`config.mk`:
```
export PLATFORM = sky130hd
export DESIGN_NAME = os_sys_array
export DESIGN_NICKNAME = d
export VERILOG_FILES = /design/src/rtl/os_sys_array.sv
export SDC_FILE = /design/constraint.sdc
export NUM_CORES = 2
export LEC_CHECK = 0
export CAP_MARGIN = 10
export CORE_UTILIZATION = 49
export CTS_BUF_LIST = sky130_fd_sc_hd__clkbuf_8
export DETAILED_ROUTE_END_ITERATION = 10
export PLACE_DENSITY_LB_ADDON = 0.08
export SYNTH_ARGS = -nofsm -noshare
export SYNTH_HDL_FRONTEND = slang
export SYNTH_SLANG_ARGS = --single-unit
```
`constraint.sdc`:
```
create_clock -name clk -period 13.9 [get_ports clk]
set_input_delay 1.39 -clock clk [delete_from_list [all_inputs] [get_ports clk]]
set_output_delay 1.39 -clock clk [all_outputs]
set_load 0.005 [all_outputs]
```
`src/rtl/os_sys_array.sv`:
```
// os_sys_array: output-stationary ROWS x COLS systolic multiply-accumulate array.
// Takes one A column and one B row per accepted beat, skews the lanes
// internally, flushes after the last beat, then holds the accumulator tile
// with a one-cycle done pulse.
module os_sys_array #(
  parameter int unsigned WIDTH     = 16,
  parameter int unsigned ROWS      = 2,
  parameter int unsigned COLS      = 2,
  parameter int unsigned ACC_WIDTH = 40
) (
  input  logic                              clk,
  input  logic                              reset,
  input  logic                              in_valid,
  output logic                              in_ready,
  input  logic                              in_last,
  input  logic [1:0]                        mode,
  input  logic [ROWS*WIDTH-1:0]             in_a,
  input  logic [COLS*WIDTH-1:0]             in_b,
  output logic [ROWS*COLS*ACC_WIDTH-1:0]    out_c,
  output logic                              calc_done_flag,
  output logic                              busy
);

  localparam int unsigned PROD_W    = 2 * WIDTH;
  localparam int unsigned FLUSH_CYC = ROWS + COLS - 1;
  localparam int unsigned CNT_W     = $clog2(FLUSH_CYC + 1);

  localparam logic [1:0] S_IDLE   = 2'd0;
  localparam logic [1:0] S_STREAM = 2'd1;
  localparam logic [1:0] S_FLUSH  = 2'd2;
  localparam logic [1:0] S_DONE   = 2'd3;

  logic [1:0]       r_state;
  logic [1:0]       w_state_nxt;
  logic [CNT_W-1:0] r_cnt;
  logic [CNT_W-1:0] w_cnt_nxt;
  logic             r_in_ready;
  logic             r_busy;
  logic             r_done;
  logic             w_ready_nxt;
  logic             w_busy_nxt;
  logic             w_done_nxt;
  logic [1:0]       r_mode;

  logic             w_accept;
  logic             w_first;
  logic             w_clear;

  // skew lines: stage 0 is the input register, lane r taps stage r
  logic [WIDTH-1:0] r_a_sk [ROWS][ROWS];
  logic [WIDTH-1:0] r_b_sk [COLS][COLS];

  logic [WIDTH-1:0]     r_pe_a     [ROWS][COLS];
  logic [WIDTH-1:0]     r_pe_b     [ROWS][COLS];
  logic [ACC_WIDTH-1:0] r_acc      [ROWS][COLS];
  logic [WIDTH-1:0]     w_a_op     [ROWS][COLS];
  logic [WIDTH-1:0]     w_b_op     [ROWS][COLS];
  logic [ACC_WIDTH-1:0] w_prod_ext [ROWS][COLS];

  assign w_accept = in_valid & r_in_ready;
  assign w_first  = w_accept & (r_state == S_IDLE);
  assign w_clear  = w_first & ~mode[1];

  assign in_ready       = r_in_ready;
  assign busy           = r_busy;
  assign calc_done_flag = r_done;

  // next-state, flush counter and registered-output decode
  always_comb begin
    w_state_nxt = r_state;
    w_cnt_nxt   = r_cnt;
    case (r_state)
      S_IDLE: begin
        if (w_accept) begin
          if (in_last) begin
            w_state_nxt = S_FLUSH;
            w_cnt_nxt   = CNT_W'(FLUSH_CYC);
          end else begin
            w_state_nxt = S_STREAM;
          end
        end
      end
      S_STREAM: begin
        if (w_accept && in_last) begin
          w_state_nxt = S_FLUSH;
          w_cnt_nxt   = CNT_W'(FLUSH_CYC);
        end
      end
      S_FLUSH: begin
        if (r_cnt == CNT_W'(1)) begin
          w_state_nxt = S_DONE;
          w_cnt_nxt   = '0;
        end else begin
          w_cnt_nxt = r_cnt - CNT_W'(1);
        end
      end
      S_DONE: begin
        w_state_nxt = S_IDLE;
      end
      default: begin
        w_state_nxt = S_IDLE;
        w_cnt_nxt   = '0;
      end
    endcase
    w_ready_nxt = (w_state_nxt == S_IDLE) || (w_state_nxt == S_STREAM);
    w_busy_nxt  = (w_state_nxt != S_IDLE);
    w_done_nxt  = (w_state_nxt == S_DONE);
  end

  // state, counter, latched mode and handshake/status registers
  always_ff @(posedge clk or negedge reset) begin
    if (!reset) begin
      r_state    <= S_IDLE;
      r_cnt      <= '0;
      r_mode     <= '0;
      r_in_ready <= 1'b1;
      r_busy     <= 1'b0;
      r_done     <= 1'b0;
    end else begin
      r_state    <= w_state_nxt;
      r_cnt      <= w_cnt_nxt;
      r_in_ready <= w_ready_nxt;
      r_busy     <= w_busy_nxt;
      r_done     <= w_done_nxt;
      if (w_first) begin
        r_mode <= mode;
      end
    end
  end

  // input capture and lane skew; idle cycles inject zero bubbles
  always_ff @(posedge clk or negedge reset) begin
    if (!reset) begin
      for (int r = 0; r < ROWS; r++) begin
        for (int j = 0; j < ROWS; j++) begin
          r_a_sk[r][j] <= '0;
        end
      end
      for (int c = 0; c < COLS; c++) begin
        for (int j = 0; j < COLS; j++) begin
          r_b_sk[c][j] <= '0;
        end
      end
    end else begin
      for (int r = 0; r < ROWS; r++) begin
        r_a_sk[r][0] <= w_accept ? in_a[r*WIDTH +: WIDTH] : '0;
        for (int j = 1; j < ROWS; j++) begin
          r_a_sk[r][j] <= r_a_sk[r][j-1];
        end
      end
      for (int c = 0; c < COLS; c++) begin
        r_b_sk[c][0] <= w_accept ? in_b[c*WIDTH +: WIDTH] : '0;
        for (int j = 1; j < COLS; j++) begin
          r_b_sk[c][j] <= r_b_sk[c][j-1];
        end
      end
    end
  end

  // per-PE operand routing and mode-dependent product extension
  for (genvar gr = 0; gr < ROWS; gr++) begin : g_row
    for (genvar gc = 0; gc < COLS; gc++) begin : g_col
      logic [PROD_W-1:0]    w_xa;
      logic [PROD_W-1:0]    w_xb;
      logic [PROD_W-1:0]    w_prod;
      logic [ACC_WIDTH-1:0] w_prod_s;
      logic [ACC_WIDTH-1:0] w_prod_u;

      if (gc == 0) begin : g_a_edge
        assign w_a_op[gr][gc] = r_a_sk[gr][gr];
      end else begin : g_a_pass
        assign w_a_op[gr][gc] = r_pe_a[gr][gc-1];
      end

      if (gr == 0) begin : g_b_edge
        assign w_b_op[gr][gc] = r_b_sk[gc][gc];
      end else begin : g_b_pass
        assign w_b_op[gr][gc] = r_pe_b[gr-1][gc];
      end

      // low 2*WIDTH bits of the extended product equal the exact signed/unsigned product
      assign w_xa = r_mode[0] ? {{WIDTH{w_a_op[gr][gc][WIDTH-1]}}, w_a_op[gr][gc]}
                              : {{WIDTH{1'b0}}, w_a_op[gr][gc]};
      assign w_xb = r_mode[0] ? {{WIDTH{w_b_op[gr][gc][WIDTH-1]}}, w_b_op[gr][gc]}
                              : {{WIDTH{1'b0}}, w_b_op[gr][gc]};
      assign w_prod   = w_xa * w_xb;
      assign w_prod_s = ACC_WIDTH'($signed(w_prod));
      assign w_prod_u = ACC_WIDTH'(w_prod);
      assign w_prod_ext[gr][gc] = r_mode[0] ? w_prod_s : w_prod_u;

      assign out_c[(gr*COLS+gc)*ACC_WIDTH +: ACC_WIDTH] = r_acc[gr][gc];
    end
  end

  // PE pipeline registers and wrapping accumulators
  always_ff @(posedge clk or negedge reset) begin
    if (!reset) begin
      for (int r = 0; r < ROWS; r++) begin
        for (int c = 0; c < COLS; c++) begin
          r_pe_a[r][c] <= '0;
          r_pe_b[r][c] <= '0;
          r_acc[r][c]  <= '0;
        end
      end
    end else begin
      for (int r = 0; r < ROWS; r++) begin
        for (int c = 0; c < COLS; c++) begin
          r_pe_a[r][c] <= w_a_op[r][c];
          r_pe_b[r][c] <= w_b_op[r][c];
          if (w_clear) begin
            r_acc[r][c] <= '0;
          end else begin
            r_acc[r][c] <= r_acc[r][c] + w_prod_ext[r][c];
          end
        end
      end
    end
  end

endmodule

```
== Yosys cells after proc, flatten, opt, wreduce, memory -nomap -nowiden ==
Index checks and enable logic that the tools add are counted.

* Bitwise operators: 4
* Eq/ne operators: 9
* Add/subtract/negate cells: 5
* Multiplexer cells: 30
* $mul: 4
* Reduce and logical (&&, ||, !) cells: 7

{| class="wikitable"
|+ Operators with widths
! operator !! count
|-
| 40-bit 2-to-1 mux || 8
|-
| 32-bit 2-to-1 mux || 8
|-
| 40-bit adder || 4
|-
| 32-bit by 32-bit multiplier with 32-bit output || 4
|-
| 16-bit 2-to-1 mux || 4
|-
| 2-bit 2-to-1 mux || 8
|-
| 2-bit one-hot mux with 4 select lines || 1
|-
| 2-bit by 1-bit equality test with 1-bit output, second input constant || 3
|-
| 2-bit equality test, second input constant || 3
|-
| 2-bit != test, second input constant || 3
|-
| 2-bit one-hot mux with 3 select lines || 1
|-
| 2-bit zero test || 2
|-
| 4-bit AND reduction || 1
|-
| 1-bit bitwise AND || 3
|-
| 3-bit nonzero test || 1
|-
| 2-bit nonzero test || 1
|-
| 2-bit by 1-bit subtractor with 2-bit output, second input constant || 1
|-
| 1-bit logical AND || 1
|-
| 1-bit logical OR || 1
|-
| 1-bit inverter || 1
|}

* Output and inout port bits: 163
* Register bits: 328
* Logic and storage cells: 79

== Depth between registers and ports, before layout ==
* Depth in word-level cells: 6
* Gate-level depth with buffers: 42

== Worst setup path before layout ==
Ideal clock, no wire load.

* Kind: register to register
* Start point: register r_mode[0]
* End point: register r_acc, in the netlist out_c[154]
* Path slack: 3.997 ns
* Path buffers: 4
* Cell stages (with the launch flop): 38
* Clock period less this slack: 9.903 ns
* Arrival time: 9.772 ns
* Path through: dfrtp_1 -> clkbuf_1 -> clkbuf_1 -> clkbuf_1 -> and2_1 -> clkbuf_1 -> nand2_1 -> inv_1 -> fa_1 -> fa_1 -> fa_1 -> inv_1 -> fa_1 -> inv_1 -> fa_1 -> inv_1 -> fa_1 -> inv_1 -> (+2 left out) -> ha_1 -> or3_1 -> or3_1 -> a311oi_2 -> nor3b_1 -> or3_1 -> and2_1 -> o21ai_0 -> nand2b_1 -> xor2_1 -> ha_1 -> or3_1 -> o31ai_1 -> o21ai_1 -> or4b_1 -> a21boi_1 -> xor2_1 -> nor2_1

* Longest elaborated chain between the ends: 5

{| class="wikitable"
|+ RTL lines
! what !! RTL line !! RTL
|-
| from (decl) || 43 || <nowiki>logic [1:0] r_mode;</nowiki>
|-
| from (signal assigned) || 126 || <nowiki>r_mode <= mode;</nowiki>
|-
| 32-bit 2-to-1 mux, on equally long branches || 182, 184 ||
|-
| 32-bit by 32-bit multiplier with 32-bit output || 186 || <nowiki>assign w_prod = w_xa * w_xb;</nowiki>
|-
| 40-bit 2-to-1 mux * || 189 || <nowiki>assign w_prod_ext[gr][gc] = r_mode[0] ? w_prod_s : w_prod_u;</nowiki>
|-
| 40-bit adder * || 213 || <nowiki>r_acc[r][c] <= r_acc[r][c] + w_prod_ext[r][c];</nowiki>
|-
| 40-bit 2-to-1 mux * || 210 || <nowiki>if (w_clear) begin</nowiki>
|-
| to (signal, indexed assignment) || 213 ||
|-
| to (decl) || 55 || <nowiki>logic [ACC_WIDTH-1:0] r_acc [ROWS][COLS];</nowiki>
|}

Mark *: on every way between the ends. The rest lies on a longest branch, timed or not.
A chain may end at the register's enable or synchronous reset.

== Worst setup path in the final report ==
Same ends and word-level chain as after synthesis.

==> results.md <==
- Port buffer count: between 200 and 250
- Worst Setup End Kind: register
- RR Startpoint: r_mode[0]$_DFFE_PN0P_
- Number of flops mapped to enable cells by yosys: 0
- Async S/R FF share, synth: 1.000
- Clk_lat worst skew: 0.79 ns
- IO Count: roughly 230
- Die area: 139700 um^2
- Final GP Congestion: a little over 0.9
- Comb power frac: 0.779
- Data arrival, critical path: ~11 ns
- Starting Density: 0.4932
- Syn avg cell area: 9.719 um^2
- Sw Share: 0.5170
- Gate count after technology mapping: 6969
- Crit path launch type: register
- Clock Path Buffers: 3
- TritonCTS clock tree: built
- Pwr Total: roughly 14 mW
- P_leak: approximately 39 nW
- DR vias: about 48k
- Hold depth: 0
- Worst-path maximum fanout: 32
- Fin Setup TNS: 0 ns
- VDD IR max: just under 0.0002 V
- Cts repair resizes: 0
- Gr usage total: 0.2724
- Fmax: between 0.09 and 0.1 GHz
- Synth top area share: 0.3949
- Initial antenna violation count: 11
- Clock slew at reported path FFs: about 0.07 ns
- P_sw: about 7.2 mW
- Area after DPL: around 70000 um^2
- Drt initial violations: 2693
- Cell Pwr Density: roughly 190 nW/um^2
- H-tree levels: 3
- WL/cell: a little over 20 um
- Max transition margin: 0.2990
- Setup CP Type: reg -> reg
- Leading area contributor after synthesis: fa_1
- Finished Layout Cells: between 8k and 9k
- DP Cell Count: 8811
- Crit path from: r_mode[0]$_DFFE_PN0P_
- Unrepaired setup endpoints after global routing: false
- Fin util: 0.5328
- Nets: about 9.1k
- Area Overhead vs Synth: 8.013%
- Dpl hpwl: around 150 mm
- Synth area leaders: fa_1 39%, dfrtp_1 12%, ha_1 12%, inv_1 7.5%, and2_1 6.8%
- Critical Path RT: roughly 15 ns
- Slowest Stage Delay on Critical Path: between 0.6 and 0.7 ns
- Cell mode on critical path: fa_1
- Slowest CP cell: fa_1
- R2r worst-path depth: 33
- Post-place setup slack: 3.310 ns
- Filler instances: approximately 13k
- Part of the power in registers: 0.140
- Cell area after synthesis: 67730 um^2
- Core footprint: about 140000 um^2
- Top FF cell, synth: dfrtp_1
- Syn. warnings: 0
- Grt ovf: 0
- Clk root buf: clkbuf_8
- Die W: around 370 um
- Sequential cell area: ~8200 um^2
- Worst hold path class: reg -> reg
- Post-route DRC: 0
- P_int: 6.698 mW
- Seq cells post-synth: about 330
- Final count of negative-setup-slack endpoints: 0
- Final instance area: roughly 73000 um^2
- Syn nets: 9027
- Min-delay src: r_b_sk[20]$_DFF_PN0_
- Min Hold Slack: between 0.3 and 0.4 ns
- Setup Skew: about 0.070 ns
- CTS Sinks: between 300 and 400
- Outcome: finished, final reports clean
- Total Wirelength: between 150 and 200 mm
- Area of the multi-input gates: roughly 54000 um^2
- Number of global-route vias before repair: between 50k and 60k
- Post-DR vias/cell: around 5.3
- First-pass GRT wire length: around 300 mm
- Share of layout cells above drive strength 1: 0.03125
- Setup Fix Bufs, Post-CTS: 0
- Post-layout min period: ~11 ns
- Final Max Tran Viols: 0
- Worst Max-Slew Pin Slew: about 1.1 ns
- Largest net degree at the start of global routing: 81
- Final setup margin: approximately 3.3 ns
- Total of max-cap violations: 0
- # hold bufs at CTS: 0
- CTS Buf Count: 69
- Drt pass-1 iters: 5
- Std-Cell Rows: 136
- Final hold violations: 0
- Register area share after synthesis: 0.1212
- Die H: around 370 um
- Final ANT Viol Nets: 0
- Synth unique cells: around 110
- Clk pwr share: 0.081
- Crit share post-route: 0.7651
==> worst paths after layout <==
check / end / slack (ns)
min in group asynchronous: out_c[72]$_DFF_PN0_ / 0.60
worst max-delay path: out_c[154]$_DFF_PN0_ / 3.26
worst max register to register: out_c[154]$_DFF_PN0_ / 3.26
worst min register to register: r_b_sk[4]$_DFF_PN0_ / 0.32
worst min-delay path: r_b_sk[4]$_DFF_PN0_ / 0.32
max in group asynchronous: r_mode[0]$_DFFE_PN0P_ / 11.40
==> power by group through the flow <==
| stage | clock, mW | combinational, mW | sequential (mW) |
|---|---|---|---|
| global placement | 0 | 10.7 | 1.96 |
| finish | 1.12 | 10.8 | 1.94 |
| detailed placement | 0 | 10.8 | 1.96 |
| global route | 1.21 | 12.2 | 2.00 |
| CTS | 1.17 | 10.9 | 1.95 |
| floorplan | 0 | 8.12 | 1.63 |
==> placed cells by master (no fill, tap or decap), types with 6 or more instances in the layout <==
| master | count |
|---|---|
| nand3_1 | 33 |
| a211o_1 | 9 |
| o21ai_0 | 116 |
| a211oi_1 | 24 |
| nor2b_1 | 37 |
| clkdlybuf4s50_1 | 230 |
| ha_1 | 652 |
| nor2_1 | 298 |
| clkbuf_8 | 86 |
| o31ai_1 | 8 |
| xnor2_1 | 285 |
| o31a_1 | 8 |
| xor2_1 | 111 |
| or3_1 | 16 |
| nor3_1 | 62 |
| fa_1 | 1336 |
| nor4_1 | 15 |
| or2_2 | 17 |
| a21boi_0 | 8 |
| nand2_1 | 501 |
| inv_1 | 1362 |
| o21ai_1 | 14 |
| o211a_1 | 6 |
| a21o_1 | 118 |
| dfrtp_1 | 326 |
| and2_1 | 736 |
| a31oi_1 | 18 |
| nand2b_1 | 44 |
| o2111ai_1 | 7 |
| a21oi_1 | 220 |
| o211ai_1 | 8 |
| and3_1 | 155 |
| nand4_1 | 16 |
| clkinv_2 | 7 |
| buf_4 | 42 |
| nor3b_1 | 6 |
| o21bai_1 | 23 |
| o21a_1 | 48 |
==> sequential cells by signal, summed over array words and instances, names as in the netlist <==
signal,flops
r_a_sk,48
calc_done_flag,1
r_pe_a,32
r_state,2
in_ready,1
r_b_sk,48
r_mode,1
r_cnt,2
out_c,160
busy,1
r_pe_b,32
==> cell usage after synthesis, drive strengths merged, types with 120 or more instances <==
cell	instances
fa	1336
and3	156
xnor2	286
clkbuf	216
and2	740
nand2	501
o21ai	132
a21o	120
nor2	299
dfrtp	327
ha	652
inv	1348
a21oi	225
==> routing by layer <==
metal	share of wire	GRT usage
met2	0.46	0.4362
met5	0.00017	0
met3	0.058	0.04630
met4	0.024	0.06235
met1	0.46	0.3863
==> worst max-delay path, delay by kind of cell (launching register included) <==
family	cells	cell delay, ns
flops	1	0.35
fa+ha+maj	10	4.80
simple gates	8	2.08
compound gates	8	1.80
xor+xnor	2	0.28
buf+inv	5	1.17
==> final cells by class <==
class | count | share of cell area
well taps | 1794 | 0.03068
inverters | 1348 | 0.06916
diodes | 5 | 0.0001710
clock buffers | 86 | 0.01618
flip-flops and latches | 328 | 0.1122
multi-input cells | 5067 | 0.7322
repair buffers | 274 | 0.03605
clock inverters | 34 | 0.003352
==> cells by family (layout without fill, tap and decap cells) <==
family                   after synthesis  after routing  synth area share
adder cells (fa/ha/maj)             1988           1988            0.5153
AND/OR/NAND/NOR                     1961           1961            0.1511
buffers and inverters               1574           1742           0.08804
AO/OA/AOI/OAI                        716            716           0.07175
XOR/XNOR                             399            399           0.05211
flip-flops                           328            328            0.1212
multiplexers                           3              3         0.0004434
other                                  0              5                 0
Note: power is estimated with default switching activity, not from simulation.
